--- src/rtl/btn_pkg.sv ---
// Shared types and board constants for the push-button conditioner.
package btn_pkg;

  typedef enum logic [1:0] {
    IDLE        = 2'd0,
    PRESS_CHK   = 2'd1,
    HELD        = 2'd2,
    RELEASE_CHK = 2'd3
  } btn_state_t;

  localparam int unsigned CLK_HZ = 100_000_000;

  // Converts a duration in milliseconds to board clock cycles.
  function automatic int unsigned ms_to_cycles(input int unsigned ms);
    return ms * (CLK_HZ / 1000);
  endfunction

endpackage

--- src/rtl/sync_2ff.sv ---
// Two-flop synchronizer bringing an asynchronous level into the cp domain.
module sync_2ff (
  input  logic cp,
  input  logic rst_n,
  input  logic d,
  output logic q
);

  logic s1;

  // NOTE: non-blocking assignments make both flops sample their old values on
  // the same edge; blocking ones would collapse the chain into a single flop.
  always_ff @(posedge cp) begin
    if (!rst_n) begin
      s1 <= 1'b0;
      q  <= 1'b0;
    end else begin
      s1 <= d;
      q  <= s1;
    end
  end

endmodule

--- src/rtl/btn_debounce_pulse.sv ---
// Debounces a raw push-button and emits registered press/release/auto-repeat
// pulses; step_pulse is the clock enable for downstream experiments.
module btn_debounce_pulse
  import btn_pkg::*;
#(
  parameter int unsigned DB_CYCLES         = ms_to_cycles(20),
  parameter bit          REPEAT_EN         = 1'b0,
  parameter int unsigned RPT_DELAY_CYCLES  = ms_to_cycles(500),
  parameter int unsigned RPT_PERIOD_CYCLES = ms_to_cycles(100)
) (
  input  logic cp,
  input  logic rst_n,
  input  logic btn_raw,
  output logic btn_level,
  output logic press_pulse,
  output logic release_pulse,
  output logic repeat_pulse,
  output logic step_pulse
);

  localparam int unsigned DB_W    = $clog2(DB_CYCLES + 1);
  localparam int unsigned RPT_MAX = (RPT_DELAY_CYCLES > RPT_PERIOD_CYCLES) ?
                                    RPT_DELAY_CYCLES : RPT_PERIOD_CYCLES;
  localparam int unsigned RPT_W   = $clog2(RPT_MAX + 1);

  localparam logic [DB_W-1:0]  DB_LAST    = DB_W'(DB_CYCLES - 1);
  localparam logic [RPT_W-1:0] DELAY_LAST = RPT_W'(RPT_DELAY_CYCLES - 1);
  localparam logic [RPT_W-1:0] PERIOD_LAST = RPT_W'(RPT_PERIOD_CYCLES - 1);

  btn_state_t       state;
  logic             s2;
  logic [DB_W-1:0]  db_cnt;
  logic [RPT_W-1:0] rpt_cnt;
  logic             rpt_armed;   // first repeat already issued in this hold
  logic [RPT_W-1:0] rpt_last;

  sync_2ff u_sync (
    .cp    (cp),
    .rst_n (rst_n),
    .d     (btn_raw),
    .q     (s2)
  );

  assign rpt_last   = rpt_armed ? PERIOD_LAST : DELAY_LAST;
  assign step_pulse = press_pulse | repeat_pulse;

  // Counters only advance while below their terminal value, where the FSM
  // either leaves the state or reloads them, so they can never wrap.
  always_ff @(posedge cp) begin
    if (!rst_n) begin
      state         <= IDLE;
      db_cnt        <= '0;
      rpt_cnt       <= '0;
      rpt_armed     <= 1'b0;
      btn_level     <= 1'b0;
      press_pulse   <= 1'b0;
      release_pulse <= 1'b0;
      repeat_pulse  <= 1'b0;
    end else begin
      press_pulse   <= 1'b0;
      release_pulse <= 1'b0;
      repeat_pulse  <= 1'b0;

      unique case (state)
        IDLE: begin
          if (s2) begin
            state  <= PRESS_CHK;
            db_cnt <= '0;
          end
        end

        PRESS_CHK: begin
          if (!s2) begin
            state <= IDLE;
          end else if (db_cnt == DB_LAST) begin
            state       <= HELD;
            press_pulse <= 1'b1;
            btn_level   <= 1'b1;
            rpt_cnt     <= '0;
            rpt_armed   <= 1'b0;
          end else begin
            db_cnt <= db_cnt + 1'b1;
          end
        end

        HELD: begin
          if (!s2) begin
            state  <= RELEASE_CHK;
            db_cnt <= '0;
          end else if (REPEAT_EN) begin
            if (rpt_cnt == rpt_last) begin
              repeat_pulse <= 1'b1;
              rpt_cnt      <= '0;
              rpt_armed    <= 1'b1;
            end else begin
              rpt_cnt <= rpt_cnt + 1'b1;
            end
          end
        end

        RELEASE_CHK: begin
          // A bounce back to 1 resumes the hold with the repeat count intact.
          if (s2) begin
            state <= HELD;
          end else if (db_cnt == DB_LAST) begin
            state         <= IDLE;
            release_pulse <= 1'b1;
            btn_level     <= 1'b0;
            rpt_cnt       <= '0;
            rpt_armed     <= 1'b0;
          end else begin
            db_cnt <= db_cnt + 1'b1;
          end
        end
      endcase
    end
  end

endmodule
--- config.mk ---
export PLATFORM = sky130hd
export DESIGN_NAME = btn_debounce_pulse
export DESIGN_NICKNAME = d
export VERILOG_FILES = /design/src/rtl/btn_pkg.sv /design/src/rtl/sync_2ff.sv /design/src/rtl/btn_debounce_pulse.sv
export SDC_FILE = /design/constraint.sdc
export NUM_CORES = 1
export LEC_CHECK = 0
export BUFFER_PORTS_ARGS = -buffer_cell sky130_fd_sc_hd__buf_2
export CAP_MARGIN = 25
export CORE_MARGIN = 2
export CORE_UTILIZATION = 40
export DETAILED_ROUTE_END_ITERATION = 10
export MAX_ROUTING_LAYER = met4
export RECOVER_POWER = 25
export SYNTH_ARGS = -nofsm -noshare
export SYNTH_HDL_FRONTEND = slang
export SYNTH_SLANG_ARGS = --single-unit
--- constraint.sdc ---
create_clock -name cp -period 2.01 [get_ports cp]
set_input_delay 0.201 -clock cp [delete_from_list [all_inputs] [get_ports cp]]
set_output_delay 0.201 -clock cp [all_outputs]
set_load 0.01 [all_outputs]
# Word level (Yosys, flattened, before mapping)
# Cells that the tools add are included.
[op_classes]
n_bitwise = 2
n_addsub = 1
n_reduce_logical = 7
muxes = 19
n_eq_ne = 12
[op_table]
columns = ["operator", "count"]
rows = [
  ["two-way mux 21 bit", 5],
  ["case mux 21 bit (4 select lines)", 1],
  ["adder 21 x 1 -> 21 bit, second input constant", 1],
  ["equality test 21 bit, second input constant", 1],
  ["two-way mux 2 bit", 6],
  ["!= test 2 bit, second input constant", 4],
  ["case mux 2 bit (4 select lines)", 1],
  ["AND reduction 4 bit", 2],
  ["two-way mux 1 bit", 5],
  ["AND reduction 5 bit", 1],
  ["equality test 2 bit, second input constant", 2],
  ["!= test 2 x 1 -> 1 bit, second input constant", 2],
  ["!= test 3 x 2 -> 1 bit, second input constant", 1],
  ["!= test 3 bit, second input constant", 1],
  ["AND reduction 3 bit", 1],
  ["OR reduction 3 bit", 1],
  ["equality test 2 x 1 -> 1 bit, second input constant", 1],
  ["logical NOT 2 bit", 1],
  ["inverter 1 bit", 2],
  ["case mux 1 bit (2 select lines)", 1],
  ["nonzero test 2 bit", 1],
]
[word_totals]
output_inout_bits = 5
wordCells = 48
ff_bits = 28
in_bits = 3

# Longest topological paths before layout
[depth]
depth_word = 4
ltp_mapped = 9
depth_no_buf = 6

# By module
# A second synthesis with hierarchy kept.
[hier_totals]
hier_cells = 180
hier_area_um2 = 1491.4
[modules_own_cells]
columns = ["module", "instances", "cells_per_inst", "seq_area_each_um2", "area_per_inst_um2"]
rows = [
  ["btn_debounce_pulse", 1, 176, 520.5, 1438.9],
  ["sync_2ff", 1, 4, 40.0, 52.6],
]

# Worst setup path before layout
# No wires, ideal clock.
[synth_path]
path_type = "reg2reg"
from = "reg db_cnt[0]"
to = "reg db_cnt[16]"
arrival_time_ns = 1.749
t_required_ns = 1.936
path_stages_with_launch = 10
period_less_slack_ns = 1.823
setup_time_ns = 0.074
setup_slack_ns = 0.187
cell_sequence = "dfxtp_1 -> ha_1 -> and4_1 -> buf_2 -> and4_2 -> a21oi_2 -> buf_6 -> buf_6 -> a21oi_1 -> a31oi_1"
[synth_between]
elab_chain_len = 4
[synth_lines]
columns = ["element", "line_no", "text"]
rows = [
  ["start, declared", "btn_debounce_pulse.sv:32", "logic [DB_W-1:0] db_cnt;"],
  ["start signal, assigned", "btn_debounce_pulse.sv:82", "db_cnt <= db_cnt + 1'b1;"],
  ["start signal, assigned", "btn_debounce_pulse.sv:112", "db_cnt <= db_cnt + 1'b1;"],
  ["adder 21 x 1 -> 21 bit / equality test 21 bit (equally long branches)", "--", ""],
  ["two-way mux 21 bit *", "btn_debounce_pulse.sv:75, btn_debounce_pulse.sv:105", ""],
  ["two-way mux 21 bit, on equally long branches", "btn_debounce_pulse.sv:103, btn_debounce_pulse.sv:73", ""],
  ["case mux 21 bit (4 select lines) *", "btn_debounce_pulse.sv:64", "unique case (state)"],
]
# Mark *: on every way between the ends. The rest lies on a longest branch, timed or not. The select of a mux whose other input is x is not followed.
# A chain may end at the register's enable or synchronous reset.

# Worst setup path after layout
[layout_path]
from = "reg db_cnt[11]"
to = "reg db_cnt[6]"
[layout_between]
elab_chain_len = 4
[layout_lines]
columns = ["element", "line_no"]
rows = [
  ["equality test 21 bit *", "btn_debounce_pulse.sv:75, btn_debounce_pulse.sv:105"],
  ["two-way mux 21 bit *", "--"],
  ["two-way mux 21 bit, on equally long branches", "--"],
  ["case mux 21 bit (4 select lines) *", "--"],
]
# Marks and branches as above.

==> impl_metrics.json <==
{
  "maxSlewViolCount": 0,
  "drive_above_1_share_pct": 15.68,
  "yosysUniqueCellTypes": 47,
  "preCtsSetupSlack_ns": -0.09623,
  "clock_skew_ns": 0.004780,
  "max_slew_margin_pct": 50.48,
  "io_buffer_count": 6,
  "nNetsFinal": 190,
  "clock_latency_ns": 0.28,
  "cp_data_arrival_time_ns": 2.12,
  "dpl.hpwl_um": 2352,
  "synth.avg_cell_area_um2": 8.585,
  "yosysMostFrequentCell": "dfxtp_1",
  "worstMarginPinSlew_ns": 0.7350,
  "final-hold-violation-count": 0,
  "synth_area_um2": 1485,
  "globalRouteTotalUtil_pct": 17.61,
  "synthArstFlopShare_pct": 0,
  "synth_seq_cells": 28,
  "fin_crit_ns": 1.909,
  "period_share_pct": 94.97,
  "seq_area_frac_synth_pct": 37.74,
  "postRouteAntennaNets": 0,
  "cts_buffers": 3,
  "synth_edf_count": 0,
  "required_ns": 2.23,
  "synth.net_count": 177,
  "drtIter0Drc": 84,
  "io-pin-count": 8,
  "grt_pass1_wl_um": 5623,
  "h-tree-depth": 1,
  "antennaDiodeCount": 0,
  "coreArea_um2": 3606,
  "yosys.area.top_type": "dfxtp_1",
  "synth_common_cells": "dfxtp_1 (28), nand2_1 (16), a31oi_1 (10), nand4_1 (10), nand3_1 (9)",
  "p_per_area_nw_per_um2": 579.6,
  "die_h_um": 64.94,
  "antenna_found_initial": 0,
  "clock-root-buffer": "clkbuf_8",
  "gr-total-overflow": 0,
  "grt_max_degree": 22,
  "grt_pass1_vias": 1234,
  "path_clk_slew_ns": 0.09,
  "yosys_warnings": 0,
  "rsz0062_at_grt": "false",
  "yosys-top-cells-area": "dfxtp_1 (38%), a31oi_1 (4.2%), nand4_1 (4.2%)",
  "cts_tree": "done",
  "wire_per_inst_um": 14.02,
  "wirelength_um": 3267,
  "outcome": "finished clean",
  "setup_slack_ns": 0.1011,
  "drt_drc_violations_left": 0,
  "maxCapViolations": 0,
  "leakagePower_nw": 0.5788,
  "crit_type": "reg -> reg",
  "start_util_pct": 41.19,
  "fmax_ghz": 0.5239,
  "ys_dominant_reg_cell": "dfxtp_1",
  "area_growth_pct": 11.37,
  "cp-end-kind": "flip-flop",
  "cts.sinks": 28,
  "synthDominantCellAreaShare_pct": 37.74,
  "cts_hold_buffers": 0,
  "tns_ns": 0,
  "vias": 1325,
  "crit_path_start_kind": "flip-flop",
  "die_width_um": 64.94,
  "hold_path.class": "in -> reg",
  "routabilityCongestion": 0.8036,
  "placementRows": 22,
  "via_per_inst": 5.687,
  "first_pass_iters": 4,
  "clockBufferDepth": 2,
  "critical_path_peak_fanout": 8,
  "ir_drop_mv": 0.3786,
  "finalSetupViolCount": 0,
  "synth_cells": 173,
  "dieArea_um2": 4217
}
-- where the power goes --
part | switching [W] | internal (W) | total (W) | leakage, nW
sequential | 0.00000404 | 0.000559 | 0.000563 | 0.226
clock | 0.000184 | 0.000176 | 0.000360 | 0.0288
combinational | 0.0000234 | 0.0000128 | 0.0000362 | 0.324
total | 0.000211 | 0.000748 | 0.000959 | 0.579
-- flip-flops by register name (all words and copies together), names as in the netlist, named ones only --
register	cells
state	1
db_cnt	21
u_sync.s1	1
release_pulse	1
btn_level	1
u_sync.q	1
press_pulse	1
-- worst paths after layout --
check        slack [ns]   endpoint  startpoint  depth (start not counted)
max                0.10  db_cnt[6]  db_cnt[11]                          5
min                0.12  u_sync.s1     btn_raw                          2
max reg2reg        0.10  db_cnt[6]  db_cnt[11]                          5
min reg2reg        0.44   u_sync.q   u_sync.s1                          1
-- worst max-delay path, stage by stage, from the launching register on --
cell and delay (ns):
dfxtp_1 0.40, or4_4 0.58, nor3_4 0.26, a31oi_1 0.21, a31o_1 0.29, a21oi_2 0.11
-- cells in the final DEF (no fill, tap or decap), drive strengths merged, types with 5 or more instances in the layout --
cell,synthesis,final
buf,9,14
a31oi,10,10
clkbuf,2,9
o21ai,9,9
a21oi,9,9
nand4,10,10
dfxtp,28,28
nor2,7,7
nor3,5,5
nand2,16,16
and2,5,5
and3,6,6
inv,6,6
nand3,9,9
-- logic make-up after synthesis --
family,Yosys count,synth area share [%]
and+or+nand+nor,76,30.33
DFF,28,37.74
AOI/OAI and AO/OA,39,16.77
buffers and inverters,17,7.076
muxes,4,2.864
other,1,0.2525
adders and majority gates,1,0.8423
xor gates and xnor gates,7,4.128
-- timing repair --
action / 4_1_cts / 5_1_grt
setup endpoints to repair: 9 / 4
resized for setup: 1 / 2
setup buffers: 0 / 0
-- layer usage --
| metal | share of wire, % | vias up | track usage (%) |
|---|---|---|---|
| met3 | 3.5 | 5 | 2.604 |
| met5 | 0 | - | - |
| met4 | 1.5 | 0 | 7.713 |
| li1 | - | 657 | - |
| met1 | 50 | 632 | 23.25 |
| met2 | 45 | 31 | 26.80 |
-- stage by stage --
step	util, %	power (W)	hold WS, ns	cell area (um^2)	instances
after floorplan	-	0.0005983	0.3283	1485	173
after global placement	44.10	0.0006110	0.4058	1590	229
after detailed placement	44.10	0.0006125	0.4123	1590	229
after CTS	45.84	0.0009622	0.1171	1653	233
after global routing	45.87	0.0009871	0.1369	1654	233
final	45.87	0.0009587	0.1196	1654	233
-- final cells by class --
| class | count | area, um^2 |
|---|---|---|
| fill | 366 | 1952 |
| tap | 48 | 60.06 |
| inverter | 6 | 22.52 |
| clock buffer | 4 | 55.05 |
| timing repair buffer | 19 | 121.4 |
| sequential | 28 | 560.5 |
| multi-input combinational | 128 | 834.6 |
No activity file was read; power rests on OpenSTA's default activity.
